$ cat config.mk
export PLATFORM = sky130hd
export DESIGN_NAME = alu_issue_stage_flat
export DESIGN_NICKNAME = d
export VERILOG_FILES = /design/src/rtl/alu_issue_stage_if.sv /design/src/rtl/alu_issue_stage.sv /design/src/flat_wrapper.sv
export SDC_FILE = /design/constraint.sdc
export NUM_CORES = 1
export LEC_CHECK = 0
export ABC_AREA = 1
export BUFFER_PORTS_ARGS = -buffer_cell sky130_fd_sc_hd__clkbuf_2
export CAP_MARGIN = 25
export CORE_ASPECT_RATIO = 1.1
export CORE_UTILIZATION = 46
export DETAILED_ROUTE_END_ITERATION = 8
export PLACE_DENSITY = 0.8
export SYNTH_ARGS = -nofsm -noshare
export SYNTH_HDL_FRONTEND = slang
export SYNTH_SLANG_ARGS = --single-unit
$ cat constraint.sdc
create_clock -name clock -period 1.6 [get_ports clock]
set_input_delay 0.08 -clock clock [delete_from_list [all_inputs] [get_ports clock]]
set_output_delay 0.08 -clock clock [all_outputs]
set_load 0.02 [all_outputs]
$ cat src/rtl/alu_issue_stage_if.sv
`default_nettype none
//------------------------------------------------------------------------------
// Module  : alu_issue_stage_if
// Brief   : Instruction, ALU and writeback signals of the ALU issue stage.
// Revision: 1.0
//------------------------------------------------------------------------------
interface alu_issue_stage_if #(
  parameter int WORD_SIZE     = 16,
  parameter int OPCODE_SIZE   = 4,
  parameter int REG_ADDR_SIZE = 3
);
  logic                     in_valid;
  logic                     in_ready;
  logic [OPCODE_SIZE-1:0]   in_opcode;
  logic [REG_ADDR_SIZE-1:0] in_rd;
  logic [REG_ADDR_SIZE-1:0] in_rs1;
  logic [REG_ADDR_SIZE-1:0] in_rs2;
  logic [WORD_SIZE-1:0]     in_rs1_data;
  logic [WORD_SIZE-1:0]     in_rs2_data;
  logic                     in_use_imm;
  logic [WORD_SIZE-1:0]     in_imm;
  logic [OPCODE_SIZE-1:0]   alu_opcode;
  logic [WORD_SIZE-1:0]     alu_input1;
  logic [WORD_SIZE-1:0]     alu_input2;
  logic                     alu_enable;
  logic [WORD_SIZE-1:0]     alu_out;
  logic                     wb_valid;
  logic                     wb_ready;
  logic [REG_ADDR_SIZE-1:0] wb_rd;
  logic [WORD_SIZE-1:0]     wb_data;

  // slave: the issue stage itself
  modport slave (
    input  in_valid, in_opcode, in_rd, in_rs1, in_rs2, in_rs1_data,
           in_rs2_data, in_use_imm, in_imm, alu_out, wb_ready,
    output in_ready, alu_opcode, alu_input1, alu_input2, alu_enable,
           wb_valid, wb_rd, wb_data
  );

  // master: decoder, ALU and register file around the stage
  modport master (
    output in_valid, in_opcode, in_rd, in_rs1, in_rs2, in_rs1_data,
           in_rs2_data, in_use_imm, in_imm, alu_out, wb_ready,
    input  in_ready, alu_opcode, alu_input1, alu_input2, alu_enable,
           wb_valid, wb_rd, wb_data
  );
endinterface
`default_nettype wire

$ cat src/rtl/alu_issue_stage.sv
`default_nettype none
//------------------------------------------------------------------------------
// Module  : alu_issue_stage
// Brief   : Two-entry issue/writeback pipeline around a registered ALU with
//           S2 forwarding and S1 hazard stalls.
// Revision: 1.0
//------------------------------------------------------------------------------
module alu_issue_stage #(
  parameter int WORD_SIZE     = 16,
  parameter int OPCODE_SIZE   = 4,
  parameter int REG_ADDR_SIZE = 3
) (
  input  wire logic         clock,
  input  wire logic         reset_n,
  alu_issue_stage_if.slave  bus
);

  logic                     r_s1_valid;
  logic [REG_ADDR_SIZE-1:0] r_s1_rd;
  logic [OPCODE_SIZE-1:0]   r_opcode;
  logic [WORD_SIZE-1:0]     r_input1;
  logic [WORD_SIZE-1:0]     r_input2;
  logic                     r_s2_valid;
  logic [REG_ADDR_SIZE-1:0] r_wb_rd;

  logic                     w_adv1;
  logic                     w_adv2;
  logic                     w_hz1;
  logic                     w_accept;
  logic                     w_retire;
  logic [WORD_SIZE-1:0]     w_op1;
  logic [WORD_SIZE-1:0]     w_op2;

  assign w_adv2   = !r_s2_valid || bus.wb_ready;
  assign w_adv1   = r_s1_valid && w_adv2;
  assign w_retire = r_s2_valid && bus.wb_ready;

  // S1's result is not computed yet, so any match on it stalls instead of forwarding
  assign w_hz1 = r_s1_valid &&
                 ((bus.in_rs1 == r_s1_rd) ||
                  (!bus.in_use_imm && (bus.in_rs2 == r_s1_rd)));

  assign bus.in_ready = (!r_s1_valid || w_adv1) && !w_hz1;
  assign w_accept     = bus.in_valid && bus.in_ready;

  assign w_op1 = (r_s2_valid && (bus.in_rs1 == r_wb_rd)) ? bus.alu_out
                                                         : bus.in_rs1_data;
  assign w_op2 = bus.in_use_imm                              ? bus.in_imm  :
                 (r_s2_valid && (bus.in_rs2 == r_wb_rd))     ? bus.alu_out :
                                                               bus.in_rs2_data;

  always_ff @(posedge clock or negedge reset_n) begin
    if (!reset_n) begin
      r_s1_valid <= 1'b0;
      r_s1_rd    <= '0;
      r_opcode   <= '0;
      r_input1   <= '0;
      r_input2   <= '0;
      r_s2_valid <= 1'b0;
      r_wb_rd    <= '0;
    end else begin
      // ALU operands only move on accept so alu_out stays valid while disabled
      if (w_accept) begin
        r_s1_valid <= 1'b1;
        r_s1_rd    <= bus.in_rd;
        r_opcode   <= bus.in_opcode;
        r_input1   <= w_op1;
        r_input2   <= w_op2;
      end else if (w_adv1) begin
        r_s1_valid <= 1'b0;
      end

      if (w_adv1) begin
        r_s2_valid <= 1'b1;
        r_wb_rd    <= r_s1_rd;
      end else if (w_retire) begin
        r_s2_valid <= 1'b0;
      end
    end
  end

  assign bus.alu_enable = w_adv1;
  assign bus.alu_opcode = r_opcode;
  assign bus.alu_input1 = r_input1;
  assign bus.alu_input2 = r_input2;
  assign bus.wb_valid   = r_s2_valid;
  assign bus.wb_rd      = r_wb_rd;
  assign bus.wb_data    = bus.alu_out;

endmodule
`default_nettype wire

$ cat src/flat_wrapper.sv
// flat-port wrapper written by rule: the top's interface ports become plain ports
module alu_issue_stage_flat 
#(
  parameter int WORD_SIZE     = 16,
  parameter int OPCODE_SIZE   = 4,
  parameter int REG_ADDR_SIZE = 3
)
  (clock, reset_n, bus_in_valid, bus_in_opcode, bus_in_rd, bus_in_rs1, bus_in_rs2, bus_in_rs1_data, bus_in_rs2_data, bus_in_use_imm, bus_in_imm, bus_alu_out, bus_wb_ready, bus_in_ready, bus_alu_opcode, bus_alu_input1, bus_alu_input2, bus_alu_enable, bus_wb_valid, bus_wb_rd, bus_wb_data);
  alu_issue_stage_if #(.WORD_SIZE(WORD_SIZE), .OPCODE_SIZE(OPCODE_SIZE), .REG_ADDR_SIZE(REG_ADDR_SIZE)) bus_i ();
  input  wire logic clock;
  input  wire logic reset_n;
  input wire logic [$bits(bus_i.in_valid)-1:0] bus_in_valid;
  input wire logic [$bits(bus_i.in_opcode)-1:0] bus_in_opcode;
  input wire logic [$bits(bus_i.in_rd)-1:0] bus_in_rd;
  input wire logic [$bits(bus_i.in_rs1)-1:0] bus_in_rs1;
  input wire logic [$bits(bus_i.in_rs2)-1:0] bus_in_rs2;
  input wire logic [$bits(bus_i.in_rs1_data)-1:0] bus_in_rs1_data;
  input wire logic [$bits(bus_i.in_rs2_data)-1:0] bus_in_rs2_data;
  input wire logic [$bits(bus_i.in_use_imm)-1:0] bus_in_use_imm;
  input wire logic [$bits(bus_i.in_imm)-1:0] bus_in_imm;
  input wire logic [$bits(bus_i.alu_out)-1:0] bus_alu_out;
  input wire logic [$bits(bus_i.wb_ready)-1:0] bus_wb_ready;
  output wire logic [$bits(bus_i.in_ready)-1:0] bus_in_ready;
  output wire logic [$bits(bus_i.alu_opcode)-1:0] bus_alu_opcode;
  output wire logic [$bits(bus_i.alu_input1)-1:0] bus_alu_input1;
  output wire logic [$bits(bus_i.alu_input2)-1:0] bus_alu_input2;
  output wire logic [$bits(bus_i.alu_enable)-1:0] bus_alu_enable;
  output wire logic [$bits(bus_i.wb_valid)-1:0] bus_wb_valid;
  output wire logic [$bits(bus_i.wb_rd)-1:0] bus_wb_rd;
  output wire logic [$bits(bus_i.wb_data)-1:0] bus_wb_data;
  assign bus_i.in_valid = bus_in_valid;
  assign bus_i.in_opcode = bus_in_opcode;
  assign bus_i.in_rd = bus_in_rd;
  assign bus_i.in_rs1 = bus_in_rs1;
  assign bus_i.in_rs2 = bus_in_rs2;
  assign bus_i.in_rs1_data = bus_in_rs1_data;
  assign bus_i.in_rs2_data = bus_in_rs2_data;
  assign bus_i.in_use_imm = bus_in_use_imm;
  assign bus_i.in_imm = bus_in_imm;
  assign bus_i.alu_out = bus_alu_out;
  assign bus_i.wb_ready = bus_wb_ready;
  assign bus_in_ready = bus_i.in_ready;
  assign bus_alu_opcode = bus_i.alu_opcode;
  assign bus_alu_input1 = bus_i.alu_input1;
  assign bus_alu_input2 = bus_i.alu_input2;
  assign bus_alu_enable = bus_i.alu_enable;
  assign bus_wb_valid = bus_i.wb_valid;
  assign bus_wb_rd = bus_i.wb_rd;
  assign bus_wb_data = bus_i.wb_data;
  alu_issue_stage #(.WORD_SIZE(WORD_SIZE), .OPCODE_SIZE(OPCODE_SIZE), .REG_ADDR_SIZE(REG_ADDR_SIZE)) u_core (.clock(clock), .reset_n(reset_n), .bus(bus_i));
endmodule
### Word level (Yosys, flattened, before mapping)

Cells that the tools add are included.

* register bits after elaboration: 44
* input port bits: 82
* output and inout bits: 58

* equality and inequality tests: 4
* mux-type cells: 7
* reduce and logical (&&, ||, !) cells: 17

Operators with widths (number)
* 16-bit two-way mux: 3
* 3-bit equality test: 4
* 1-bit logical AND: 8
* 1-bit logical NOT: 4
* 1-bit two-way mux: 4
* 2-bit nonzero test: 2
* 1-bit logical OR: 3

### Longest topological paths before layout

* depth after elaboration: 8
* depth in mapped cells: 11
* depth with buffers taken out: 10

### Worst setup path after synthesis

Ideal clock, no wire load.

* kind: reg2reg
* start point: register u_core.r_wb_rd[1], in the netlist u_core.bus.wb_rd[1]
* end point: register u_core.r_input2[10], in the netlist u_core.bus.alu_input2[10]
* setup time: 0.116 ns
* data arrival time: 1.308 ns
* setup slack: 0.176 ns
* stages on the path, launching flop included: 11
* buffers on the path: 1
* period minus slack after synthesis: 1.424 ns
* cell sequence: dfrtp_1 inv_2 nand2_1 nand2_1 nor2_4 buf_4 nand3_1 nand3_1 nand2_1 nand2_1 nand2_1

* cells in the longest elaborated chain, start to end: 4

Ends and longest elaborated chain
* start: declaration: line alu_issue_stage.sv:24 `logic [REG_ADDR_SIZE-1:0] r_wb_rd;`
* start signal: assignment: line alu_issue_stage.sv:75 `r_wb_rd <= r_s1_rd;`
* 3-bit equality test: line alu_issue_stage.sv:49 `(r_s2_valid && (bus.in_rs2 == r_wb_rd)) ? bus.alu_out :`
* 1-bit logical AND: line alu_issue_stage.sv:49
* 16-bit two-way mux: line alu_issue_stage.sv:49
* 16-bit two-way mux: line alu_issue_stage.sv:48 `assign w_op2 = bus.in_use_imm ? bus.in_imm :`
* end signal: assignment: line alu_issue_stage.sv:68 `r_input2 <= w_op2;`
* end: declaration: line alu_issue_stage.sv:22 `logic [WORD_SIZE-1:0] r_input2;`

Every way passes these cells.
A chain may end at the register's enable or synchronous reset.

### Final worst setup path

* start point: register u_core.r_s1_rd[0]
* end point: output port bus_in_ready

* cells in the longest elaborated chain, start to end: 6

Ends and longest elaborated chain
* start: declaration: line alu_issue_stage.sv:19 `logic [REG_ADDR_SIZE-1:0] r_s1_rd;`
* start signal: assignment: line alu_issue_stage.sv:65 `r_s1_rd <= bus.in_rd;`
* 3-bit equality test: line alu_issue_stage.sv:41 `(!bus.in_use_imm && (bus.in_rs2 == r_s1_rd)));`
* 1-bit logical AND: line alu_issue_stage.sv:41
* 1-bit logical OR (*): line alu_issue_stage.sv:40 `((bus.in_rs1 == r_s1_rd) ||`
* 1-bit logical AND (*): line alu_issue_stage.sv:39 `assign w_hz1 = r_s1_valid &&`
* 1-bit logical NOT (*): line alu_issue_stage.sv:43 `assign bus.in_ready = (!r_s1_valid || w_adv1) && !w_hz1;`
* 1-bit logical AND (*): line alu_issue_stage.sv:43
* end: declaration: line flat_wrapper.sv:23 `output wire logic [$bits(bus_i.in_ready)-1:0] bus_in_ready;`

Mark *: on every way between the ends. The rest lies on a longest branch, timed or not.

==> impl_metrics.xml <==
<?xml version="1.0" encoding="UTF-8"?>
<metrics>
  <group name="critical_path">
    <metric name="worstPathArrival" unit="ns">1.43</metric>
    <metric name="path_max_fanout" unit="">9</metric>
    <metric name="critPathRequiredTime" unit="ns">1.52</metric>
    <metric name="critical_path.startpoint_type" unit="">flop</metric>
    <metric name="worst_path_dominant_cell_family" unit="">simple AND/OR/NAND/NOR gates</metric>
    <metric name="cpMaxStageDelayCell" unit="">dfrtp_1</metric>
    <metric name="rr_startpoint" unit="">u_core.bus.wb_rd[2]$_DFFE_PN0P_</metric>
    <metric name="worstSetupPathType" unit="">flop to output pin</metric>
    <metric name="end_kind" unit="">output pin</metric>
    <metric name="timing.critical_path.mode_cell" unit="">nand2_1</metric>
    <metric name="largest_stage_delay_on_the_critical_path" unit="ns">0.43</metric>
    <metric name="cp-startpoint" unit="">u_core.r_s1_rd[0]$_DFFE_PN0P_</metric>
    <metric name="timing.critical_path.cells" unit="">inv_2, nand2_1, nand2_1, nor2_2, nand2_2, nand3_4, nand2_8, buf_4</metric>
    <metric name="worstPathBufferInverterCount" unit="">2</metric>
  </group>
  <group name="synthesis">
    <metric name="postSynthAreaPerCell" unit="um^2">6.77</metric>
    <metric name="netlist_top_cells_count" unit="">nand2_1 (203), dfrtp_1 (44), inv_1 (43)</metric>
    <metric name="yosys_register_bits" unit="">44</metric>
    <metric name="async_flop_share" unit="%">100</metric>
    <metric name="synth-warning-count" unit="">0</metric>
    <metric name="synth-edff-count" unit="">0</metric>
    <metric name="synth_largest_area_cell" unit="">dfrtp_1</metric>
    <metric name="netlist_instances" unit="">410</metric>
    <metric name="yosysMostFrequentCell" unit="">nand2_1</metric>
    <metric name="post_synth_num_cell_types" unit="">24</metric>
    <metric name="fraction_of_synthesized_cell_area_taken_by_the_top_area_cell_type" unit="%">39.6</metric>
    <metric name="ys.flop_type" unit="">dfrtp_1</metric>
    <metric name="synth.top_cells.by_area" unit="">dfrtp_1 (40%), nand2_1 (27%), nand3_1 (7.2%), inv_1 (5.8%), buf_4 (5.4%)</metric>
    <metric name="synth_sequential_area_ratio" unit="%">39.6</metric>
    <metric name="synth_area" unit="um^2">2780</metric>
    <metric name="total_nets_after_synthesis" unit="">492</metric>
  </group>
  <group name="route">
    <metric name="final_routed_wirelength_across_all_metal_layers" unit="mm">7.72</metric>
    <metric name="drt-pass1-iter-count" unit="">4</metric>
    <metric name="detailedRoute.firstIterationViolations" unit="">199</metric>
    <metric name="vias" unit="">2908</metric>
    <metric name="via_cell_ratio" unit="">4.71</metric>
    <metric name="wl_per_cell" unit="um">12.5</metric>
    <metric name="antenna_left" unit="">0</metric>
    <metric name="drt_drc_violations_left" unit="">0</metric>
  </group>
  <group name="global_routing">
    <metric name="grt_start_max_net_pins" unit="">41</metric>
    <metric name="first_global_vias" unit="">2759</metric>
    <metric name="global_route.usage.total" unit="%">25.0</metric>
    <metric name="grt_pass1_wl" unit="mm">12.7</metric>
    <metric name="grt_antenna_before_repair" unit="">0</metric>
    <metric name="gr-total-overflow" unit="">0</metric>
  </group>
  <group name="cts">
    <metric name="clock-root-buffer" unit="">clkbuf_8</metric>
    <metric name="numCtsBuffers" unit="">5</metric>
    <metric name="ctsHtreeMaxLevel" unit="">2</metric>
    <metric name="cts_buffer_depth" unit="">2</metric>
    <metric name="clkTransAtPathRegs" unit="ns">0.08</metric>
    <metric name="clock_sinks" unit="">44</metric>
    <metric name="cts_tree" unit="">built</metric>
    <metric name="clk_latency" unit="ns">0.30</metric>
  </group>
  <group name="floorplanning">
    <metric name="top_level_ports" unit="">140</metric>
    <metric name="dieHeight" unit="um">83.5</metric>
    <metric name="dieArea" unit="um^2">6350</metric>
    <metric name="effective_utilization_at_floorplan" unit="%">47.8</metric>
    <metric name="die-width" unit="um">76.1</metric>
    <metric name="fp-row-count" unit="">29</metric>
    <metric name="core_area" unit="um^2">5810</metric>
  </group>
  <group name="finish">
    <metric name="layout-area-overhead-vs-synth" unit="%">28.2</metric>
    <metric name="finalNetCount" unit="">622</metric>
    <metric name="non_filler_cells_in_the_finished_layout" unit="">617</metric>
    <metric name="drive_above_1_share" unit="%">33.3</metric>
    <metric name="antenna_cells" unit="">0</metric>
  </group>
  <group name="pwr">
    <metric name="leakagePower" unit="nW">2.26</metric>
    <metric name="max-vdd-ir-drop" unit="mV">0.527</metric>
    <metric name="power.density_cell_area" unit="nW/um^2">1240</metric>
  </group>
  <group name="timing">
    <metric name="rsz_0062_raised_after_global_routing" unit="">true</metric>
    <metric name="setup_viol" unit="">0</metric>
    <metric name="slew_viol_final" unit="">0</metric>
    <metric name="timing.hold.ws" unit="ns">0.00496</metric>
    <metric name="hold_viol" unit="">0</metric>
    <metric name="finalWorstPathRequiredPeriod" unit="ns">1.51</metric>
    <metric name="timing_worst_slew_pin_value" unit="ns">0.477</metric>
    <metric name="tcrit_tclk_final" unit="%">94.2</metric>
    <metric name="fin_skew" unit="ns">0.00663</metric>
    <metric name="relative_max_transition_margin" unit="%">68.2</metric>
    <metric name="timing.fmax" unit="MHz">663</metric>
  </group>
  <group name="flow_run">
    <metric name="drv.max_cap_violation_count" unit="">0</metric>
  </group>
  <group name="placed_design">
    <metric name="placed_cells_incl_taps" unit="">601</metric>
    <metric name="dp.final_hpwl" unit="mm">5.88</metric>
    <metric name="port_buffers" unit="">139</metric>
    <metric name="finalWeightedCongestion" unit="">0.868</metric>
  </group>
  <group name="worst_hold_path">
    <metric name="hold_path_class" unit="">input port to flop</metric>
    <metric name="min_from" unit="">bus_in_rd[0]</metric>
  </group>
  <group name="run_status">
    <metric name="run_status" unit="">finished, final reports clean</metric>
  </group>
</metrics>
worst paths after layout:
path,cells after the start,slack (ns),endpoint
setup / recovery,8,0.09,bus_in_ready
hold / removal,3,0.005,u_core.r_s1_rd[0]$_DFFE_PN0P_
setup reg to reg,9,0.14,u_core.bus.alu_input2[7]$_DFFE_PN0P_
hold reg to reg,2,0.48,u_core.bus.alu_opcode[1]$_DFFE_PN0P_
max in group asynchronous,3,0.72,u_core.r_s1_valid$_DFFE_PN0P_
min in group asynchronous,2,0.25,u_core.bus.alu_input1[9]$_DFFE_PN0P_
state kept, by name, summed over array words and instances (netlist names):
register	count
u_core.bus.alu_input1	16
u_core.bus.alu_input2	16
u_core.bus.alu_opcode	4
u_core.bus.wb_rd	3
u_core.bus.wb_valid	1
u_core.r_s1_rd	3
u_core.r_s1_valid	1
routing by layer:
metal  track usage [%]  vias up  routed length [um]
li1                  -     1479                   -
met1              31.4     1302                3280
met2              44.0      117                3890
met3              3.72       10                 430
met4              7.87        0                 114
met5                 0        -                   0
cells in the final DEF (no fill, tap or decap), drive strengths merged:
master and instances:
nand2 208, clkbuf 143, o21ai 20, nor2 12, dlygate4sd3 2, nand3 42
inv 47, buf 16, xnor2 1, a21oi 2, clkinv 2, dfrtp 44
clkinvlp 1
final cells by class:
type                    instances  area, um^2
clock buffers                   5        68.8
clock inverters                 2        12.5
multi-input cells             285        1250
flip-flops and latches         44        1100
well taps                      77        96.3
inverters                      48         185
repair buffers                156         847
fillers                       578        2240
report_power, final:
part           internal [mW]  switching [mW]
sequential              1.43           0.236
clock                  0.296           0.400
combinational          0.739            1.33
total                   2.46            1.97
worst reg2reg max path: stages (launching register included):
cell	delay (ns)
dfrtp_1	0.43
nor2_1	0.12
nor2_1	0.07
nor2_4	0.24
nand2_4	0.18
nand2_1	0.09
nand3_1	0.10
nand2_1	0.08
nand2_1	0.05
nand2_1	0.06
per-stage QoR:
| step | util (%) | power (mW) | worst slack, ns | TNS (ns) | instance area [um^2] |
|---|---|---|---|---|---|
| finish | 61.4 | 4.43 | 0.0922 | 0 | 3560 |
| global route | 61.4 | 4.74 | -0.0309 | -0.0514 | 3560 |
| CTS | 60.1 | 4.35 | 0.0229 | 0 | 3490 |
| detailed placement | 58.4 | 3.65 | 0.101 | 0 | 3390 |
| global placement | 58.4 | 3.61 | 0.156 | 0 | 3390 |
| floorplan | - | 3.00 | 0.176 | 0 | 2780 |
kinds of logic after synthesis:
kind of cell / count (synthesis) / share of synthesized area [%]
AOI/OAI and AO/OA: 22 / 4.37
DFF: 44 / 39.6
buffers and inverters: 81 / 15.8
xor gates and xnor gates: 1 / 0.315
and+or+nand+nor: 262 / 39.9
timing repair:
item | CTS | global route
setup endpoints to repair | 0 | 14
hold buffers | 2 | 0
resized for setup | 0 | 8
endpoints found under the hold margin | 16 | 0
setup buffers | 0 | 7
Note: power is estimated with default switching activity, not from simulation.
